<file path="config.mk">
export PLATFORM = sky130hd
export DESIGN_NAME = interrupt_controller
export DESIGN_NICKNAME = d
export VERILOG_FILES = /design/src/rtl/interrupt_controller.sv
export SDC_FILE = /design/constraint.sdc
export NUM_CORES = 1
export LEC_CHECK = 0
export CAP_MARGIN = 30
export CORE_MARGIN = 2
export CORE_UTILIZATION = 31
export CTS_BUF_LIST = sky130_fd_sc_hd__clkbuf_4 sky130_fd_sc_hd__clkbuf_8
export DETAILED_ROUTE_END_ITERATION = 10
export PLACE_DENSITY = 0.86
export SYNTH_ARGS = -nofsm -noshare
export SYNTH_HDL_FRONTEND = slang
export SYNTH_SLANG_ARGS = --single-unit
</file>
<file path="constraint.sdc">
create_clock -name clk -period 1.6 [get_ports clk]
set_input_delay 0.16 -clock clk [delete_from_list [all_inputs] [get_ports clk]]
set_output_delay 0.16 -clock clk [all_outputs]
set_load 0.02 [all_outputs]
</file>
<file path="src/rtl/interrupt_controller.sv">
// rtl/interrupt_controller.sv - edge-triggered fixed-priority interrupt controller with mask/status registers
module interrupt_controller #(
    parameter int                DBITS     = 32,
    parameter int                NUM_SRC   = 4,
    parameter logic [DBITS-1:0]  MASK_ADDR = 32'hF0000800,
    parameter logic [DBITS-1:0]  STAT_ADDR = 32'hF0000804
) (
    input  logic               clk,
    input  logic               reset,
    input  logic [NUM_SRC-1:0] irq,
    output logic [NUM_SRC-1:0] devAck,
    output logic               inta,
    output logic [DBITS-1:0]   idn,
    input  logic               intAck,
    input  logic               eoi,
    input  logic [DBITS-1:0]   memAddrBus,
    input  logic               weBus,
    input  logic               reBus,
    input  logic [DBITS-1:0]   dataBusIn,
    output logic [DBITS-1:0]   dataBusOut
);

    localparam logic [1:0] ST_IDLE    = 2'b00;
    localparam logic [1:0] ST_REQ     = 2'b01;
    localparam logic [1:0] ST_SERVICE = 2'b10;

    logic [1:0]         state;
    logic [NUM_SRC-1:0] irq_prev;
    logic [NUM_SRC-1:0] pending;
    logic [NUM_SRC-1:0] mask;
    logic [3:0]         idn_r;

    logic [NUM_SRC-1:0] irq_edge;
    logic [NUM_SRC-1:0] eligible;
    logic [NUM_SRC-1:0] ack_sel;
    logic [NUM_SRC-1:0] clr;
    logic [3:0]         winner;
    logic               wr_mask;
    logic               wr_stat;
    logic               accept;
    logic               unused_data;

    assign irq_edge = irq & ~irq_prev;
    assign eligible = pending & mask;
    assign wr_mask  = weBus && (memAddrBus == MASK_ADDR);
    assign wr_stat  = weBus && (memAddrBus == STAT_ADDR);
    assign accept   = (state == ST_REQ) && intAck;
    assign idn      = {{(DBITS-4){1'b0}}, idn_r};

    // Only the low NUM_SRC write-data bits map onto register fields.
    assign unused_data = ^dataBusIn[DBITS-1:NUM_SRC];

    // Lowest-index eligible source wins; one-hot decode of the offered source.
    always_comb begin
        winner  = '0;
        ack_sel = '0;
        for (int i = NUM_SRC - 1; i >= 0; i--) begin
            if (eligible[i]) winner = 4'(i);
        end
        for (int i = 0; i < NUM_SRC; i++) begin
            ack_sel[i] = (idn_r == 4'(i));
        end
        clr = (wr_stat ? dataBusIn[NUM_SRC-1:0] : '0) | (accept ? ack_sel : '0);
    end

    // Edge capture, pending/mask registers; a new edge overrides a same-cycle clear.
    always_ff @(posedge clk) begin
        if (reset) begin
            irq_prev <= '0;
            pending  <= '0;
            mask     <= '0;
        end else begin
            irq_prev <= irq;
            pending  <= (pending & ~clr) | irq_edge;
            if (wr_mask) mask <= dataBusIn[NUM_SRC-1:0];
        end
    end

    // Delivery FSM: offer one source, hold it until taken, then wait for RETI.
    always_ff @(posedge clk) begin
        if (reset) begin
            state  <= ST_IDLE;
            inta   <= 1'b0;
            idn_r  <= '0;
            devAck <= '0;
        end else begin
            devAck <= '0;
            case (state)
                ST_IDLE: begin
                    if (eligible != '0) begin
                        state <= ST_REQ;
                        idn_r <= winner;
                        inta  <= 1'b1;
                    end
                end
                ST_REQ: begin
                    if (intAck) begin
                        state  <= ST_SERVICE;
                        inta   <= 1'b0;
                        devAck <= ack_sel;
                    end
                end
                ST_SERVICE: begin
                    if (eoi) state <= ST_IDLE;
                end
                default: state <= ST_IDLE;
            endcase
        end
    end

    // Combinational register readback; idle bus reads as zero.
    always_comb begin
        dataBusOut = '0;
        if (reBus && memAddrBus == MASK_ADDR) begin
            dataBusOut[NUM_SRC-1:0] = mask;
        end else if (reBus && memAddrBus == STAT_ADDR) begin
            dataBusOut[NUM_SRC-1:0] = pending;
            dataBusOut[19:16]       = idn_r;
            dataBusOut[25:24]       = state;
        end
    end

endmodule

</file>
==> impl_metrics.ini, run 1 <==
[run_status]
status = completed

[worst_setup_path]
cp_slowest_stage_delay_ps = 270
path_buf_inv = 3
reg2reg_from = mask[0]
cpMaxStageDelayCell = nor4b_4
reg2reg_slack_ps = 220
critPathLaunchType = input port
crit_family = simple AND/OR/NAND/NOR gates
r2r-end = idn_r[0]
cp.depth = 7
crit_fanout = 8
cp_cell_sequence = clkdlybuf4s15_1, nor4b_4, nand4_4, nor2_1, buf_4, and4_1, buf_6
crit_type = in -> out
crit_arrival_ps = 1350
worstSetupEndpointType = primary output
r2r_cells = 5
crit_required_ps = 1440

[grt]
grt_max_degree = 21
grt_pass1_vias = 1187
grt_usage = 0.132
antenna_found_initial = 0
gr-total-overflow = 0
grt_pass1_wl_mm = 5.33

[sta]
period_share = 0.945
period_minus_slack_ps = 1510
drv_slew = 0
setup_viol = 0
max_clock_freq_mhz = 661
finalHoldViolCount = 0
rsz0062_at_grt = false
finClkSkew_ps = 4.33

[hold_path]
min_to = pending[0]
hold_path_class = reg -> reg
hold_start = irq_prev[0]
hold_depth = 1

[synth]
synthTopCellsByArea = dfxtp_1 29%, buf_4 28%, nand2b_1 5.5%
syn-instance-count = 169
synth-seq-cells = 21
yosysSeqAreaShare = 0.286
synth_area_um2 = 1470
synth-edff-count = 0
synth_top_area_share = 0.286
yosys.cell_types.count = 31
synth_top_cell_by_area = dfxtp_1
synth_warnings = 0
synthFlopType = dfxtp_1
ys_async_sr_fraction = 0
synth_area_per_cell_um2 = 8.69

[routing]
routed_wl_mm = 3.42
drc_errors = 0
drt_iter0_drc = 31
drtAntennaViolNets = 0
avgRoutedWirePerCell_um = 11.6
vias = 1265
viasPerCell = 4.29
dr.pass1.iters = 4

[cts]
clock-sinks = 21
cts.clk_slew.worst_paths_ps = 80
root_buffer = clkbuf_8
cts_inserted_buffers = 3
ctsHoldBuffers = 0
h-tree-depth = 1
clock_latency_ps = 260
post_cts_buffers = 0
cts_tree = yes
cts.path.max_buffers = 2

[finish]
drive_above_1_share = 0.241
num_antenna_cells = 0
final_nets = 316
design_area_um2 = 2010
post-route-util = 0.434
area_growth_pct = 36.8
stdcell_count = 295

[floorplan]
dieArea_um2 = 5300
ioPinCount = 143
coreArea_um2 = 4630
die_h_um = 72.8
row_count = 25
start_util = 0.317
die_x_um = 72.8

[job]
maxCapViolCount = 0

[placement]
dp_hpwl_mm = 2.85
gp_congestion = 0.829
placed_cell_area_um2 = 2010
placed_cells = 291
io_buffers = 60

[power]
p_per_area_nw_per_um2 = 583
irDropWorstVdd_uv = 338
p_leak_nw = 0.937
report_power, final:
part           total, mW  internal (mW)  switching [mW]
registers          0.549          0.538          0.0109
logic              0.278         0.0996           0.178
clock network      0.344          0.174           0.171
total               1.17          0.811           0.360
area by class of cell:
class                      count  area (um2)
clock buffer                   3        41.3
sequential                    21         420
clock inverter                 1        5.00
timing repair buffer          72         577
inverter                      10        37.5
tap                           54        67.6
multi-input combinational    134         861
fill                         496        2620
worst max path at each step:
stage	from	to	slack, ps
3_3_place_gp	memAddrBus[21]	dataBusOut[24]	-710
2_1_floorplan	memAddrBus[21]	dataBusOut[16]	120
3_5_place_dp	memAddrBus[21]	dataBusOut[17]	-830
6_report	memAddrBus[20]	dataBusOut[25]	90
4_1_cts	memAddrBus[20]	dataBusOut[25]	1
5_1_grt	memAddrBus[18]	dataBusOut[25]	0.9
layout by cell type (no fill, tap or decap), types with 2 or more instances in the layout:
cell	count
a21oi_1	4
buf_6	4
nand2_1	7
conb_1	54
nor2_1	4
mux2_2	4
dfxtp_1	21
buf_4	13
nor3_1	4
o21ai_0	2
clkdlybuf4s15_1	5
mux2i_1	4
clkbuf_8	3
nor4_1	5
inv_1	10
nor4_2	3
o32ai_1	4
nor4b_4	2
dlygate4sd2_1	9
nor4_4	3
nand2b_1	13
and4_1	4
buf_2	3
clkdlybuf4s50_1	20
clkbuf_2	18
o31ai_1	2
and3_1	4
per-layer routing:
| metal | routed length (um) | global-route usage |
|---|---|---|
| met5 | 0 | 0 |
| met4 | 40 | 0.0370 |
| met3 | 252 | 0.0276 |
| met2 | 1880 | 0.256 |
| met1 | 1250 | 0.142 |
stage by stage:
| step | total power [mW] | setup slack [ps] | setup TNS, ps | hold WS (ps) |
|---|---|---|---|---|
| global route | 1.23 | 0.867 | 0 | 435 |
| floorplan | 0.818 | 120 | 0 | 281 |
| finish | 1.17 | 88.0 | 0 | 412 |
| detailed placement | 0.854 | -830 | -9110 | 404 |
| CTS | 1.18 | 1.33 | 0 | 415 |
| global placement | 0.848 | -710 | -7160 | 397 |
cell families (layout without fill, tap and decap cells):
group / Yosys count / in the layout / share of synthesized area
AO/OA/AOI/OAI: 16 / 16 / 0.0784
buffers and inverters: 67 / 86 / 0.309
flip-flops: 21 / 21 / 0.286
multiplexers: 8 / 8 / 0.0579
other: 1 / 54 / 0.00255
AND/OR/NAND/NOR: 56 / 56 / 0.266
sequential cells by signal, summed over array words and instances (netlist names):
register and count:
irq_prev 4, inta 1, mask 4, pending 4
state 2, idn_r 2, devAck 4
repair_timing:
action	4_1_cts	5_1_grt
pin swaps	15	11
endpoints found under the setup margin	15	8
resized for setup	90	33
synth_stat cells, drive strengths merged (4+ instances only):
master and n:
a21oi 4, and3 5, and4 4, buf 54, dfxtp 21, inv 10, mux2 4, mux2i 4
nand2 7, nand2b 13, nor2 4, nor3 4, nor4 11, o32ai 4
Power figures use the tool's default switching activity.
==> inputs of run 2 (changes only) <==
--- a/config.mk
+++ b/config.mk
@@ -10,7 +10,10 @@
 export CORE_UTILIZATION = 31
 export CTS_BUF_LIST = sky130_fd_sc_hd__clkbuf_4 sky130_fd_sc_hd__clkbuf_8
 export DETAILED_ROUTE_END_ITERATION = 10
+export MAX_ROUTING_LAYER = met4
 export PLACE_DENSITY = 0.86
+export SLEW_MARGIN = 20
 export SYNTH_ARGS = -nofsm -noshare
 export SYNTH_HDL_FRONTEND = slang
 export SYNTH_SLANG_ARGS = --single-unit
+export TNS_END_PERCENT = 1
==> run 2 against run 1 <==
Compared with the run above: core utilization is the same; global-route usage grew 0.39 points; total power is essentially flat; maximum frequency is essentially flat; wire length is the same; critical endpoint unchanged; flip-flop and latch count is the same; clock power is essentially flat; cell count is the same; hold slack is essentially flat; critical path type unchanged; first-iteration DRC count grew 23%; combinational power is essentially flat; highest routed layer unchanged.
==> impl_metrics.ini, run 2 (synthesis results as in run 1) <==
[run_status]
status = completed

[sta]
drv_slew = 0
finalHoldViolCount = 0
setup_viol = 0
period_minus_slack_ps = 1510
max_clock_freq_mhz = 661
finClkSkew_ps = 3.77
rsz0062_at_grt = false
period_share = 0.945

[routing]
wl_met3_um = 249
drtAntennaViolNets = 0
routed_wl_mm = 3.42
vias = 1264
avgRoutedWirePerCell_um = 11.6
viasPerCell = 4.28
drc_errors = 0
wl_met1_mm = 1.26
dr.max_layer_used = met4
dr.pass1.iters = 4
met2_length_mm = 1.87
drt_iter0_drc = 38

[cts]
h-tree-depth = 1
post_cts_buffers = 0
cts_inserted_buffers = 3
cts.clk_slew.worst_paths_ps = 80
clock_latency_ps = 260
cts.path.max_buffers = 2
root_buffer = clkbuf_8
ctsHoldBuffers = 0
cts_tree = yes
clock-sinks = 21

[finish]
design_area_um2 = 2010
final_nets = 316
multiInputGateArea_um2 = 861
num_antenna_cells = 0
area_growth_pct = 36.8
stdcell_count = 295
drive_above_1_share = 0.241
final_cell_mix = 54 x conb_1, 21 x dfxtp_1, 20 x clkdlybuf4s50_1, 18 x clkbuf_2
fillCellCount = 496
layout_commonest_cell = conb_1
seqCellArea_um2 = 420

[worst_setup_path]
crit_required_ps = 1440
crit_fanout = 8
worstSetupEndpointType = primary output
crit_arrival_ps = 1350
crit_type = in -> out
critPathLaunchType = input port

[power]
p_leak_nw = 0.937
p_per_area_nw_per_um2 = 582
irDropWorstVdd_uv = 338

[floorplan]
row_count = 25
start_util = 0.317
die_x_um = 72.8
dieArea_um2 = 5300
ioPinCount = 143
coreArea_um2 = 4630
die_h_um = 72.8

[placement]
placed_cell_area_um2 = 2010
gp_congestion = 0.842
dp_hpwl_mm = 2.85
placed_cells = 291
io_buffers = 60

[grt]
antenna_found_initial = 0
grt_pass1_wl_mm = 5.33
grt_usage = 0.136
gr-total-overflow = 0
grt_pass1_vias = 1184
grt_max_degree = 21

[hold_path]
hold_path_class = reg -> reg

[job]
maxCapViolCount = 0
-- run 2: what timing repair did --
action                                  CTS  global route
endpoints found under the setup margin   15             8
gates cloned                              0             0
gates resized for setup                  90            33
pin swaps                                15            11
-- run 2: final timing paths --
check            startpoint        endpoint  slack (ps)  cells after the start
max reg2reg         mask[0]        idn_r[0]         220                      5
max          memAddrBus[20]  dataBusOut[25]          90                      7
min reg2reg     irq_prev[0]      pending[0]         410                      1
min             irq_prev[0]      pending[0]         410                      1
-- run 2: final cells by class --
class / count / share of cell area
multi-input combinational: 134 / 0.428
inverter: 10 / 0.0187
clock inverter: 1 / 0.00249
tap: 54 / 0.0336
clock buffer: 3 / 0.0205
sequential: 21 / 0.209
timing repair buffer: 72 / 0.287
-- run 2: critical path, stage by stage --
cell and delay (ps):
clkdlybuf4s15_1 190, nor4b_4 270, nand4_4 130, nor2_1 110, buf_4 160, and4_1 210
buf_6 120
-- run 2: power by group --
part           total [mW]  internal, mW  switching, mW  leakage (nW)
logic               0.278        0.0996          0.178         0.740
registers           0.549         0.538         0.0109         0.171
clock network       0.343         0.173          0.170        0.0255
-- run 2: metrics by stage --
step                       util  setup WS, ps  hold WS, ps  setup TNS (ps)  total power [mW]
final                     0.434          88.0          412               0              1.17
after global routing      0.434         0.867          435               0              1.23
after CTS                 0.449          1.33          415               0              1.18
after detailed placement  0.434          -830          404           -9110             0.854
after global placement    0.434          -710          397           -7160             0.848
after floorplan               -           120          281               0             0.818
-- run 2: per-layer routing --
layer,up-vias,GRT usage
met1,564,0.143
met4,0,0.0370
li1,622,-
met5,-,-
met2,74,0.256
met3,4,0.0262
==> RTL edit: new RTL, config.mk and constraints of run 1 <==
The parameter `DBITS` goes from 32 to 48.
--- a/src/rtl/interrupt_controller.sv
+++ b/src/rtl/interrupt_controller.sv
@@ -1,5 +1,5 @@
 // rtl/interrupt_controller.sv - edge-triggered fixed-priority interrupt controller with mask/status registers
 module interrupt_controller #(
-    parameter int                DBITS     = 32,
+    parameter int                DBITS     = 48,
     parameter int                NUM_SRC   = 4,
     parameter logic [DBITS-1:0]  MASK_ADDR = 32'hF0000800,
Interface: changed (resized dataBusIn, dataBusOut, idn and memAddrBus); port bits go from 143 to 207. No check against the original RTL was run, so the function may have changed too.
==> RTL edit against run 1 <==
  * Hold slack better by 0.066 ns
  * Sequential cell count unchanged
  * Highest routed layer is now met5
  * Synthesized area is 15% higher
  * Power grew 8.2%
  * Routed wire length increased by 31%
  * Sequential share of layout area shrank 3.2 points
  * The run now ends with setup timing left
  * Worst setup slack got worse by 0.24 ns
  * Cell area grew 18%
  * Cell count grew 24%
==> RTL edit: results (changes against run 1) <==
| Metric | Value |
|---|---|
| Outcome | `finished, violations left` |
| Failing checks | `setup timing` |
| DR iter-0 viols | `15 (-52%)` |
| Power Density | `535 nW/um2 (-8.1%)` |
| Static Leak | `1.14 nW (+21%)` |
| Post-synth top cells | `buf_4 (86), dfxtp_1 (21), nand2b_1 (15), nand2_1 (12), nor2_1 (10)` |
| Reg-to-Reg Start | `state[0]$_SDFFE_PP0P_` |
| CP Launch Point | `memAddrBus[27]` |
| Final setup vio count | `8 (+8)` |
| Final WS setup | `-0.152 ns (-0.240 ns)` |
| Routed len/inst | `12.3 um (+5.8%)` |
| Nets@finish | `401 (+27%)` |
| Setup_tns | `-0.885 ns (-0.885 ns)` |
| Multi-In Gates | `183 (+37%)` |
| Final Instance Count excl. Fillers | `366 (+24%)` |
| Worst clock skew | `0.00406 ns (-0.000264 ns)` |
| Final core occ | `0.457 (+0.0234)` |
| Yosys cell types | `30 (-3.2%)` |
| Post-Layout Inst Area | `2370 um2 (+18%)` |
| Sequential cells | `21 (unchanged)` |
| NonClk Buf Share | `0.320 (+0.0334)` |
| CP max FO | `4 (-4)` |
| Estimated wirelength of the detail-placed design | `3.71 mm (+30%)` |
| CP peak stage delay | `0.37 ns (+0.10 ns)` |
| Critical path destination | `dataBusOut[16]` |
| Dpl ws | `-1.04 ns (-0.211 ns)` |
| Global-route wire length before repair | `6.40 mm (+20%)` |
| Antenna cells | `2 (+2)` |
| Sequential fraction of the synthesis area | `0.249 (-0.0375)` |
| Layout clock area frac | `0.0196 (-0.00347)` |
| Inverters | `1 (-9)` |
| Multi-input gate share of total cell area | `0.442 (+0.0132)` |
| Routed vias | `1463 (+16%)` |
| Post-Syn Instances | `209 (+24%)` |
| Sw frac | `0.336 (+0.0284)` |
| Clock Power Share | `0.269 (-0.025)` |
| R2R Setup Slk | `0.29 ns (+0.07 ns)` |
| Final Wtd Congestion | `0.808 (-2.5%)` |
| Peak supply drop | `0.000404 V (+19%)` |
| Combinational Power | `0.383 mW (+38%)` |
-- RTL edit: cell types whose count changed after synthesis, sizes merged, moves of 4 or more --
cell,change
o21a,+4
o32ai,-4
nor2,+6
mux2,-4
a21oi,+4
inv,-9
nand2,+5
buf,+32
nor2b,+4
mux2i,+4
-- RTL edit: layer usage --
metal / routed length, um / track usage / vias up / part of all wire
met5: 7 / 0 / - / 0.0016
met4: 93 / 0.0500 / 2 / 0.021
met3: 629 / 0.0651 / 11 / 0.14
met2: 2320 / 0.247 / 98 / 0.52
met1: 1440 / 0.128 / 648 / 0.32
li1: - / - / 704 / -
-- RTL edit: worst max-delay path: cells and delay by family --
kind | cells | cell delay [ns]
simple gates | 5 | 1.24
buf+inv | 2 | 0.20
-- RTL edit: repair_timing --
action,in CTS,in global routing
pin swaps,23,12
buffers inserted,1,0
hold endpoints to repair,0,0
resized for setup,131,30
endpoints found under the setup margin,16,16
-- RTL edit: worst min path at each step --
stage / start / endpoint / slack, ns / depth (start not counted)
after floorplan: intAck / state[0]$_SDFFE_PP0P_ / 0.28 / 1
after global placement: inta$_SDFFE_PP0P_ / inta$_SDFFE_PP0P_ / 0.47 / 2
after detailed placement: inta$_SDFFE_PP0P_ / inta$_SDFFE_PP0P_ / 0.47 / 2
after CTS: inta$_SDFFE_PP0P_ / inta$_SDFFE_PP0P_ / 0.49 / 2
after global routing: irq[3] / irq_prev[3]$_SDFF_PP0_ / 0.49 / 2
final: inta$_SDFFE_PP0P_ / inta$_SDFFE_PP0P_ / 0.48 / 2
-- RTL edit: cells by family (layout without fill, tap and decap cells) --
logic type	count (synthesis)	in the layout	synth area share
muxes	8	8	0.0474
other	1	88	0.00222
DFF	21	21	0.249
AOI/OAI and AO/OA	22	22	0.0814
and+or+nand+nor	67	67	0.229
buffers and inverters	90	90	0.391
